===== src/rtl/mmio_defines.sv =====
// rtl/mmio_defines.sv - shared I/O space constants and tx state encoding
package mmio_defines;

    localparam logic [3:0] IO_BASE_NIBBLE = 4'h8;

    localparam logic [7:0] UART_CTRL = 8'h00;
    localparam logic [7:0] UART_RX   = 8'h04;
    localparam logic [7:0] UART_TX   = 8'h08;
    localparam logic [7:0] CYCLE_CNT = 8'h10;
    localparam logic [7:0] INSTR_CNT = 8'h14;
    localparam logic [7:0] CNT_RST   = 8'h18;

    typedef enum logic {
        TX_IDLE = 1'b0,
        TX_PEND = 1'b1
    } tx_state_e;

endpackage


===== src/rtl/mmio_counters.sv =====
// rtl/mmio_counters.sv - free-running cycle counter and retired-instruction counter
module mmio_counters #(
    parameter int CNT_W = 32
) (
    input  logic             clk,
    input  logic             rst,
    input  logic             clear,
    input  logic             instr_retired,
    output logic [CNT_W-1:0] cycle_cnt,
    output logic [CNT_W-1:0] instr_cnt
);

    localparam logic [CNT_W-1:0] ONE = CNT_W'(1);

    logic [CNT_W-1:0] cycle_q;
    logic [CNT_W-1:0] instr_q;

    // Clear wins over increment; both counters wrap naturally at all-ones.
    always_ff @(posedge clk) begin
        if (rst || clear) begin
            cycle_q <= '0;
            instr_q <= '0;
        end else begin
            cycle_q <= cycle_q + ONE;
            if (instr_retired) begin
                instr_q <= instr_q + ONE;
            end
        end
    end

    assign cycle_cnt = cycle_q;
    assign instr_cnt = instr_q;

endmodule


===== src/rtl/mmio_controller.sv =====
// rtl/mmio_controller.sv - I/O space responder: uart ports, counters, registered read data
module mmio_controller
    import mmio_defines::*;
#(
    parameter logic [31:0] IO_BASE = 32'h8000_0000,
    parameter int          CNT_W   = 32
) (
    input  logic        clk,
    input  logic        rst,
    input  logic        io_sel,
    input  logic [31:0] io_adr,
    input  logic [31:0] io_wdata,
    input  logic [3:0]  io_wea,
    input  logic        io_re,
    input  logic        instr_retired,
    output logic [31:0] io_rdata,
    output logic [7:0]  uart_data_in,
    output logic        uart_data_in_valid,
    input  logic        uart_data_in_ready,
    input  logic [7:0]  uart_data_out,
    input  logic        uart_data_out_valid,
    output logic        uart_data_out_ready
);

    logic [7:0]       offset;
    logic             store;
    logic             load;
    logic             tx_store;
    logic             cnt_clear;
    logic             tx_ready;
    logic [CNT_W-1:0] cycle_cnt;
    logic [CNT_W-1:0] instr_cnt;
    logic [31:0]      rdata_d;
    tx_state_e        tx_state_q;
    tx_state_e        tx_state_d;
    logic [7:0]       tx_buf_q;
    logic [7:0]       tx_buf_d;
    logic             unused_bits;

    // Upper address bits are already qualified by io_sel upstream.
    assign unused_bits = ^{io_adr[31:8], io_wdata[31:8], io_wea[3:1]};

    assign offset    = io_adr[7:0] - IO_BASE[7:0];
    assign store     = io_sel & (|io_wea);
    assign load      = io_sel & io_re & ~store;
    assign tx_store  = store & io_wea[0] & (offset == UART_TX);
    assign cnt_clear = store & (offset == CNT_RST);
    assign tx_ready  = (tx_state_q == TX_IDLE);

    assign uart_data_out_ready = ~rst & load & (offset == UART_RX) & uart_data_out_valid;
    assign uart_data_in        = tx_buf_q;
    assign uart_data_in_valid  = (tx_state_q == TX_PEND);

    mmio_counters #(
        .CNT_W(CNT_W)
    ) u_counters (
        .clk          (clk),
        .rst          (rst),
        .clear        (cnt_clear),
        .instr_retired(instr_retired),
        .cycle_cnt    (cycle_cnt),
        .instr_cnt    (instr_cnt)
    );

    // Tx state register and byte buffer.
    always_ff @(posedge clk) begin
        if (rst) begin
            tx_state_q <= TX_IDLE;
            tx_buf_q   <= '0;
        end else begin
            tx_state_q <= tx_state_d;
            tx_buf_q   <= tx_buf_d;
        end
    end

    // Tx next state: only an idle transmitter accepts a new byte, so stores
    // while pending (including the handshake cycle) are dropped.
    always_comb begin
        tx_state_d = tx_state_q;
        tx_buf_d   = tx_buf_q;
        case (tx_state_q)
            TX_IDLE: begin
                if (tx_store) begin
                    tx_state_d = TX_PEND;
                    tx_buf_d   = io_wdata[7:0];
                end
            end
            TX_PEND: begin
                if (uart_data_in_ready) begin
                    tx_state_d = TX_IDLE;
                end
            end
            default: tx_state_d = TX_IDLE;
        endcase
    end

    // Read mux; unmapped and write-only offsets read as zero.
    always_comb begin
        rdata_d = '0;
        case (offset)
            UART_CTRL: rdata_d = {30'b0, uart_data_out_valid, tx_ready};
            UART_RX:   rdata_d = uart_data_out_valid ? {24'b0, uart_data_out} : 32'b0;
            CYCLE_CNT: rdata_d = 32'(cycle_cnt);
            INSTR_CNT: rdata_d = 32'(instr_cnt);
            default:   rdata_d = '0;
        endcase
    end

    // Load data lands one cycle after the load, matching block RAM latency.
    always_ff @(posedge clk) begin
        if (rst) begin
            io_rdata <= '0;
        end else if (load) begin
            io_rdata <= rdata_d;
        end
    end

endmodule


===== config.mk =====
export PLATFORM = sky130hd
export DESIGN_NAME = mmio_controller
export DESIGN_NICKNAME = d
export VERILOG_FILES = /design/src/rtl/mmio_defines.sv /design/src/rtl/mmio_counters.sv /design/src/rtl/mmio_controller.sv
export SDC_FILE = /design/constraint.sdc
export NUM_CORES = 1
export LEC_CHECK = 0
export ABC_AREA = 1
export BUFFER_PORTS_ARGS = -buffer_cell sky130_fd_sc_hd__buf_2
export CORE_ASPECT_RATIO = 0.6
export CORE_UTILIZATION = 55
export CTS_CLUSTER_DIAMETER = 120
export DETAILED_ROUTE_END_ITERATION = 8
export PLACE_DENSITY = 0.85
export SLEW_MARGIN = 10
export SYNTH_ARGS = -nofsm -noshare
export SYNTH_HDL_FRONTEND = slang
export SYNTH_SLANG_ARGS = --single-unit

===== constraint.sdc =====
create_clock -name clk -period 1.68 [get_ports clk]
set_input_delay 0 -clock clk [delete_from_list [all_inputs] [get_ports clk]]
set_output_delay 0 -clock clk [all_outputs]
set_load 0.02 [all_outputs]

=== After elaboration in Yosys (flattened, before gate mapping) ===
Index checks and enable logic that the tools add are counted.

* Flip-flop bits (word level): 105
* Bits of input ports: 83
* Word-level logic and storage cells: 33

* $add $sub $neg: 2
* Equal/unequal tests: 5
* Muxes and demuxes: 5
* Bitwise gates (word level): 12
* Reductions and logical operators: 4

{| class="wikitable"
|+ Operators by type and width
! kind !! count
|-
| $pmux W32 S4 || 1
|-
| $add A32 B1 Y32 const B || 2
|-
| $eq A8 B5 Y1 const B || 3
|-
| $and A1 B1 Y1 || 9
|-
| $eq A8 B3 Y1 const B || 1
|-
| $eq A8 B4 Y1 const B || 1
|-
| $logic_not A8 Y1 || 1
|-
| $mux W8 || 1
|-
| $reduce_or A4 Y1 || 1
|-
| $not A1 Y1 || 3
|-
| $mux W1 || 2
|-
| $pmux W1 S2 || 1
|-
| $reduce_and A2 Y1 || 1
|-
| $logic_or A1 B1 Y1 || 1
|}

=== Depth between registers and ports, before layout ===
Gate-level depths: netlist (run 1).

* Depth in word-level cells: 7
* Depth in mapped cells: 10
* Gate-level depth less buffers: 10

=== By module ===
From an unflattened synthesis (run 1), not the netlist that was laid out.

* Cell total of the unflattened synthesis: 877
* Area total of the unflattened synthesis: 5698.0 um^2

{| class="wikitable"
|+ Modules (own cells, without submodules)
! module !! times used !! cells each !! area each (um^2)
|-
| mmio_counters || 1 || 539 || 3465.8
|-
| mmio_controller || 1 || 338 || 2232.1
|}

=== Worst setup path before layout (run 1) ===
No wires, ideal clock.

* Path type: flip-flop to flip-flop
* From: register u_counters.cycle_q[0], in the netlist u_counters.cycle_cnt[0]
* To: register u_counters.cycle_q[26], in the netlist u_counters.cycle_cnt[26]
* Library setup time: 0.115 ns
* Arrival: 1.268 ns
* Data required time: 1.565 ns
* Setup slack: 0.297 ns
* Stages on the path, launching flop included: 11
* Path buffers: 0
* Path through: dfxtp_1 > ha_1 > nand2_1 > inv_2 > nand3_2 > nor2_4 > nand2_2 > nor2_2 > nand3_1 > nand2_1 > nor2_1

* Cells in the longest elaborated chain, start to end: 1

{| class="wikitable"
|+ Ends and longest elaborated chain
! element !! line !! RTL
|-
| from (decl) || mmio_counters.sv:15 || <nowiki>logic [CNT_W-1:0] cycle_q;</nowiki>
|-
| from (signal assigned) || mmio_counters.sv:24 || <nowiki>cycle_q <= cycle_q + ONE;</nowiki>
|-
| $add A32 B1 Y32 || mmio_counters.sv:24 ||
|}

No other way between the ends.
A chain may end at the register's enable or synchronous reset.

=== Worst setup path after layout (run 1) ===
* From: register u_counters.cycle_q[0], in the netlist u_counters.cycle_cnt[0]
* To: register u_counters.cycle_q[28], in the netlist u_counters.cycle_cnt[28]

Same word-level chain as after synthesis.

==> reports/metrics.yaml, run 1 <==
power_and_ir_drop:
  report.power.total_mw: 5.01
  power_frac_comb_pct: 4.3
  leakagePower_nw: 2.43
  intPower_mw: 3.96
  ir_drop_v: 0.000560
  seqPwrFrac_pct: 50.1
  p_switching_mw: 1.05
  clkPwrFrac_pct: 45.6
  p_per_area_nw_per_um2: 765
  p_sw_share_pct: 20.9
timing:
  fin_crit_sh_pct: 93.6
  hold_viol_final: 0
  rsz0062_at_grt: "no"
  finalMaxSlewViolations: 0
  setup_viol: 0
  clock_skew_ns: 0.00693
  fmax_mhz: 636
  worst_slew_pin_slew_ns: 0.424
  fin_crit_ns: 1.57
  tns_ns: 0
  slew_headroom_pct: 71.6
route:
  routedWlPerCell_um: 14.5
  ant_nets: 0
  drc_errors: 0
  routed_wl_um: 15300
  initialDrtViolationCount: 726
  dr.pass1.iters: 6
  num_vias: 5762
  vias_per_cell: 5.48
floorplan:
  die_y_um: 79.8
  coreArea_um2: 9460
  die_x_um: 132
  ioPinCount: 125
  start_util_pct: 58.6
  die_area_um2: 10500
  rows: 27
yosys:
  yosysTopAreaCellShare_pct: 37.9
  syn_nets: 915
  netlist_area_um2: 5540
  yosysWarnings: 0
  synth.area.top_cells: "dfxtp_1, nand2_1, nor2_1, nand3_1, a21oi_1"
  synth_top_cell_by_area: "dfxtp_1"
  synth_seq_cells: 105
  netlist_instances: 830
  syn_area_per_cell_um2: 6.68
  synth_cell_type_count: 35
  ys_seq_area_share_pct: 37.9
finish:
  multiInputGateArea_um2: 3030
  stdcell_area_um2: 6550
  seq_area_um2: 2110
  fill_cells: 797
  drive_above_1_share_pct: 19.4
  n_antenna_cell: 0
  area_growth_pct: 18.1
  nNetsFinal: 1002
cts:
  postCtsSetupRepairBufs: 0
  clk_path_buf_depth: 2
  root_buffer: "clkbuf_16"
  htree_levels: 3
  cts_sinks: 105
  cts_tree: "yes"
  clk_pin_slew_ns: 0.07
  cts_made_buffers: 9
  worst_skew_pair.late_latency_ns: 0.35
critical_path:
  critPathCaptureType: "register"
  rrSetupSlack_ns: 0.11
  path_cells: "ha_2 -> nand2_1 -> inv_2 -> nand2_1 -> nor3_1 -> nand3_1 -> a21oi_1"
  max_stage_delay_ns: 0.38
  worstPathArrival_ns: 1.85
  critPathMaxFanout: 4
  required_ns: 1.96
  start_kind: "register"
  path_buf_inv: 1
  worstSetupPathType: "reg -> reg"
  reg2regPathDepth: 7
  r2r_start: "u_counters.cycle_cnt[0]$_SDFF_PP0_"
  critical_path.top_delay_family: "simple AND/OR/NAND/NOR gates"
  r2r-end: "u_counters.cycle_cnt[28]$_SDFF_PP0_"
  crit_top_cell: "nand2_1"
  crit_slowest_cell: "dfxtp_1"
place:
  placed_cell_area_um2: 6100
  io_buffers: 76
  dp_hpwl_um: 11500
  gp_congestion: 0.958
global_routing:
  grt.overflow.total: 0
  grt_max_degree: 51
  antenna_found_initial: 0
  grt_pass1_vias: 5238
  grt_use_total_pct: 31.0
  grt_pass1_wl_um: 25400
status:
  status: "completed"
job:
  maxCapViolations: 0
min_path:
  hold_path.class: "in -> reg"
  holdPathEnd: "io_rdata[2]$_SDFFE_PP0P_"
  hp-start: "uart_data_out[2]"
  holdPathStages: 5
==> routing by layer <==
layer	track usage [%]	share of wire (%)	wire, um	vias to the layer above
li1	-	-	-	2854
met1	44.7	47	7230	2648
met2	45.8	41	6290	241
met3	7.68	10	1580	19
met4	7.91	1.2	176	0
met5	0	0	0	-
==> cell families (layout without fill, tap and decap cells) <==
family,count (synthesis),in the layout,synth area share [%]
buffers and inverters,108,199,7.81
xor gates and xnor gates,18,18,2.84
and+or+nand+nor,494,494,41.3
DFF,105,105,37.9
adders and majority gates,2,2,0.451
AOI/OAI and AO/OA,103,103,9.73
==> power groups by stage <==
stage	combinational (mW)	sequential, mW	clock, mW
floorplan	0.110	2.56	0
global placement	0.186	2.57	0
detailed placement	0.190	2.57	0
CTS	0.209	2.51	2.30
global route	0.237	2.51	2.40
finish	0.213	2.51	2.28
==> cell usage in the layout, fill, tap and decap left out, drive strengths merged <==
cell type	n
a21oi	59
inv	81
o22ai	15
nor3	28
nand3	73
nor3b	4
bufinv	2
a31oi	1
dlygate4sd3	10
clkinvlp	1
ha	2
clkinv	2
dfxtp	105
nand3b	3
xnor2	2
buf	92
clkbuf	11
or2	4
or3	1
nor2	145
o21ai	28
xor2	16
nand2	217
nand4	19
==> timing repair <==
item | 4_1_cts | 5_1_grt
gates resized for setup | 0 | 7
hold buffers | 10 | 0
hold endpoints to repair | 11 | 0
endpoints found under the setup margin | 0 | 8
==> worst register-to-register path: stages, from the launching register on <==
cell and delay, ns:
dfxtp_1 0.38, ha_2 0.22, nand2_1 0.07, inv_2 0.08, nand2_1 0.11, nor3_1 0.35, nand3_1 0.12, a21oi_1 0.17
==> through the flow <==
| stage | worst slack (ns) | utilization (%) | hold slack [ns] | instances |
|---|---|---|---|---|
| floorplan | 0.297 | - | 0.140 | 830 |
| global placement | 0.171 | 64.5 | 0.252 | 1026 |
| detailed placement | 0.119 | 64.5 | 0.266 | 1026 |
| CTS | 0.105 | 69.0 | 0.0393 | 1051 |
| global route | 0.00383 | 69.2 | 0.0594 | 1051 |
| finish | 0.108 | 69.2 | 0.0453 | 1051 |
==> flip-flops by register name, summed over array words and instances, names as in the netlist <==
signal,cells
uart_data_in_valid,1
uart_data_in,8
u_counters.instr_cnt,32
u_counters.cycle_cnt,32
io_rdata,32
==> cells in the mapped netlist, drive strengths merged <==
library cell,number
nand4,19
buf,15
o22ai,15
inv,81
dfxtp,105
or2,4
ha,2
a31oi,1
nand2,217
nor3b,4
nand3b,3
or3,1
nor2,145
o21ai,28
a21oi,59
xnor2,2
clkinv,1
nor3,28
clkbuf,11
xor2,16
nand3,73
==> worst max-delay path by stage <==
| stage | to | from | slack (ns) | cells after the start |
|---|---|---|---|---|
| 2_1_floorplan | u_counters.cycle_cnt[26]$_SDFF_PP0_ | u_counters.cycle_cnt[0]$_SDFF_PP0_ | 0.30 | 10 |
| 3_3_place_gp | u_counters.cycle_cnt[26]$_SDFF_PP0_ | u_counters.cycle_cnt[0]$_SDFF_PP0_ | 0.17 | 10 |
| 3_5_place_dp | u_counters.cycle_cnt[16]$_SDFF_PP0_ | u_counters.cycle_cnt[0]$_SDFF_PP0_ | 0.12 | 10 |
| 4_1_cts | u_counters.cycle_cnt[28]$_SDFF_PP0_ | u_counters.cycle_cnt[0]$_SDFF_PP0_ | 0.10 | 7 |
| 5_1_grt | u_counters.instr_cnt[20]$_SDFFE_PP0P_ | u_counters.instr_cnt[7]$_SDFFE_PP0P_ | 0.004 | 9 |
| 6_report | u_counters.cycle_cnt[28]$_SDFF_PP0_ | u_counters.cycle_cnt[0]$_SDFF_PP0_ | 0.11 | 7 |
==> layout make-up <==
| cell class | instances | area share (%) |
|---|---|---|
| inverters | 82 | 4.70 |
| well taps | 130 | 2.48 |
| repair buffers | 102 | 9.37 |
| clock inverters | 4 | 1.17 |
| flip-flops and latches | 105 | 32.2 |
| clock buffers | 11 | 3.86 |
| multi-input cells | 617 | 46.2 |
(Power assumes the default switching activity.)
==> inputs of run 2 (changes only) <==
- CORE_UTILIZATION: 55 -> 59
- PLACE_DENSITY: 0.85 -> 0.9
- RECOVER_POWER: unset -> 50
- REMOVE_ABC_BUFFERS: unset -> 1
- clock period: 1.68 -> 1.9 ns (I/O delays scaled with it)
==> reports/metrics.yaml, run 2 (synthesis results as in run 1) <==
status:
  status: "completed"
finish:
  drive_above_1_share_pct: 12.7  # -6.7 points
  layout_commonest_cell: "nand2_1"
  mostFrequentLayoutCells: "nand2_1, nor2_1, dfxtp_1"
  n_antenna_cell: 0  # unchanged
  nNetsFinal: 999  # -0.30%
  area_growth_pct: 14.6
  stdcell_count: 1044  # -0.67%
cts:
  cts_made_buffers: 9  # unchanged
  cts_sinks: 105  # unchanged
  cts_tree: "yes"
  worst_skew_pair.late_latency_ns: 0.35  # about the same
  root_buffer: "clkbuf_16"
  clk_pin_slew_ns: 0.07  # about the same
  postCtsSetupRepairBufs: 0  # unchanged
  clk_path_buf_depth: 2  # unchanged
  htree_levels: 3  # unchanged
place:
  dp_hpwl_um: 11000  # -4.4%
  placedCellCount: 1018  # -0.78%
  gp_congestion: 0.954  # -0.45%
  post-place-ws_ns: 0.294  # +0.176 ns
  io_buffers: 76  # unchanged
critical_path:
  path_cells: "dlygate4sd3_1 -> buf_2 -> inv_1 -> o21ai_4 -> buf_2 -> nor2_1"
  critPathCaptureType: "register"
  worstSetupPathType: "in -> reg"
  critPathMaxFanout: 50  # +46
  start_kind: "primary input"
  crit_slowest_cell: "buf_2"
  worstPathArrival_ns: 1.92  # +0.07 ns
  required_ns: 2.09  # +0.13 ns
  max_stage_delay_ns: 0.82  # +0.44 ns
  crit_top_cell: "buf_2"
job:
  maxCapViolations: 0  # unchanged
route:
  routedWlPerCell_um: 14.7  # +0.86%
  vias_per_cell: 5.47  # -0.19%
  routed_wl_um: 15300  # +0.18%
  ant_nets: 0  # unchanged
  num_vias: 5713  # -0.85%
  initialDrtViolationCount: 626  # -14%
  dr.pass1.iters: 5  # -1
  drc_errors: 0  # unchanged
floorplan:
  start_util_pct: 62.9  # +4.3 points
  die_y_um: 77.1  # -3.4%
  rows: 26  # -3.7%
  ioPinCount: 125  # unchanged
  die_area_um2: 9800  # -6.6%
  die_x_um: 127  # -3.4%
  coreArea_um2: 8820  # -6.8%
global_routing:
  grt_max_degree: 51  # unchanged
  antenna_found_initial: 0  # unchanged
  grt_pass1_vias: 5065  # -3.3%
  grt.overflow.total: 0  # unchanged
  grt_use_total_pct: 32.4  # +1.4 points
  grt_pass1_wl_um: 24900  # -2.2%
power_and_ir_drop:
  p_per_area_nw_per_um2: 645  # -16%
  leakagePower_nw: 2.19  # -9.9%
  ir_drop_v: 0.000562  # +0.41%
  report.power.total_mw: 4.10  # -18%
timing:
  fin_crit_ns: 1.73
  slew_headroom_pct: 30.4  # -41 points
  tns_ns: 0  # unchanged
  clock_skew_ns: 0.00547  # -0.00146 ns
  setup_viol: 0  # unchanged
  fin_crit_sh_pct: 91.0
  finalMaxSlewViolations: 0  # unchanged
  setup_slack_ns: 0.171  # +0.0630 ns
  worst_slew_pin_slew_ns: 1.04  # +0.620 ns
  fmax_mhz: 578
  rsz0062_at_grt: "no"
  hold_ws_ns: 0.0574  # +0.0121 ns
  hold_viol_final: 0  # unchanged
min_path:
  hold_path.class: "in -> reg"
## run 2: critical path, delay by kind of cell
kind | cells | cell delay, ns
buffers and inverters | 4 | 1.71
AND/OR/NAND/NOR | 1 | 0.12
AO/OA/AOI/OAI | 1 | 0.08
## run 2: timing repair
action,CTS,global route
gates resized for setup,0,0
hold buffers,11,0
endpoints found under the hold margin,14,0
## run 2: layer usage
metal,vias to the layer above,GRT usage [%],routed length [um]
met5,-,0,0
met4,0,7.98,208
met3,23,9.28,1750
met2,307,47.1,6310
met1,2535,46.7,7030
li1,2848,-,-
## run 2: report_power, final
| part | switching [mW] | internal, mW |
|---|---|---|
| sequential | 0.0116 | 2.21 |
| combinational | 0.118 | 0.0717 |
| clock | 0.766 | 0.921 |
## run 2: final timing paths
kind,to,slack [ns],start,depth (start not counted)
worst max-delay path,u_counters.cycle_cnt[15]$_SDFF_PP0_,0.17,rst,6
worst min register to register,io_rdata[12]$_SDFFE_PP0P_,0.46,io_rdata[12]$_SDFFE_PP0P_,2
worst min-delay path,io_rdata[4]$_SDFFE_PP0P_,0.06,uart_data_out[4],5
worst max register to register,u_counters.cycle_cnt[30]$_SDFF_PP0_,0.18,u_counters.cycle_cnt[0]$_SDFF_PP0_,9
## run 2: layout make-up
type                    instances  area, um2
flip-flops and latches        105       2100
well taps                     126        158
fillers                       753       2460
clock buffers                  15        258
multi-input cells             617       3010
repair buffers                 99        522
inverters                      82        308
## run 2: stage by stage
stage / util [%] / instance area, um2
CTS: 73.0 / 6430
global route: 72.1 / 6360
global placement: 68.8 / 6070
detailed placement: 68.8 / 6070
floorplan: - / 5420
finish: 72.1 / 6360
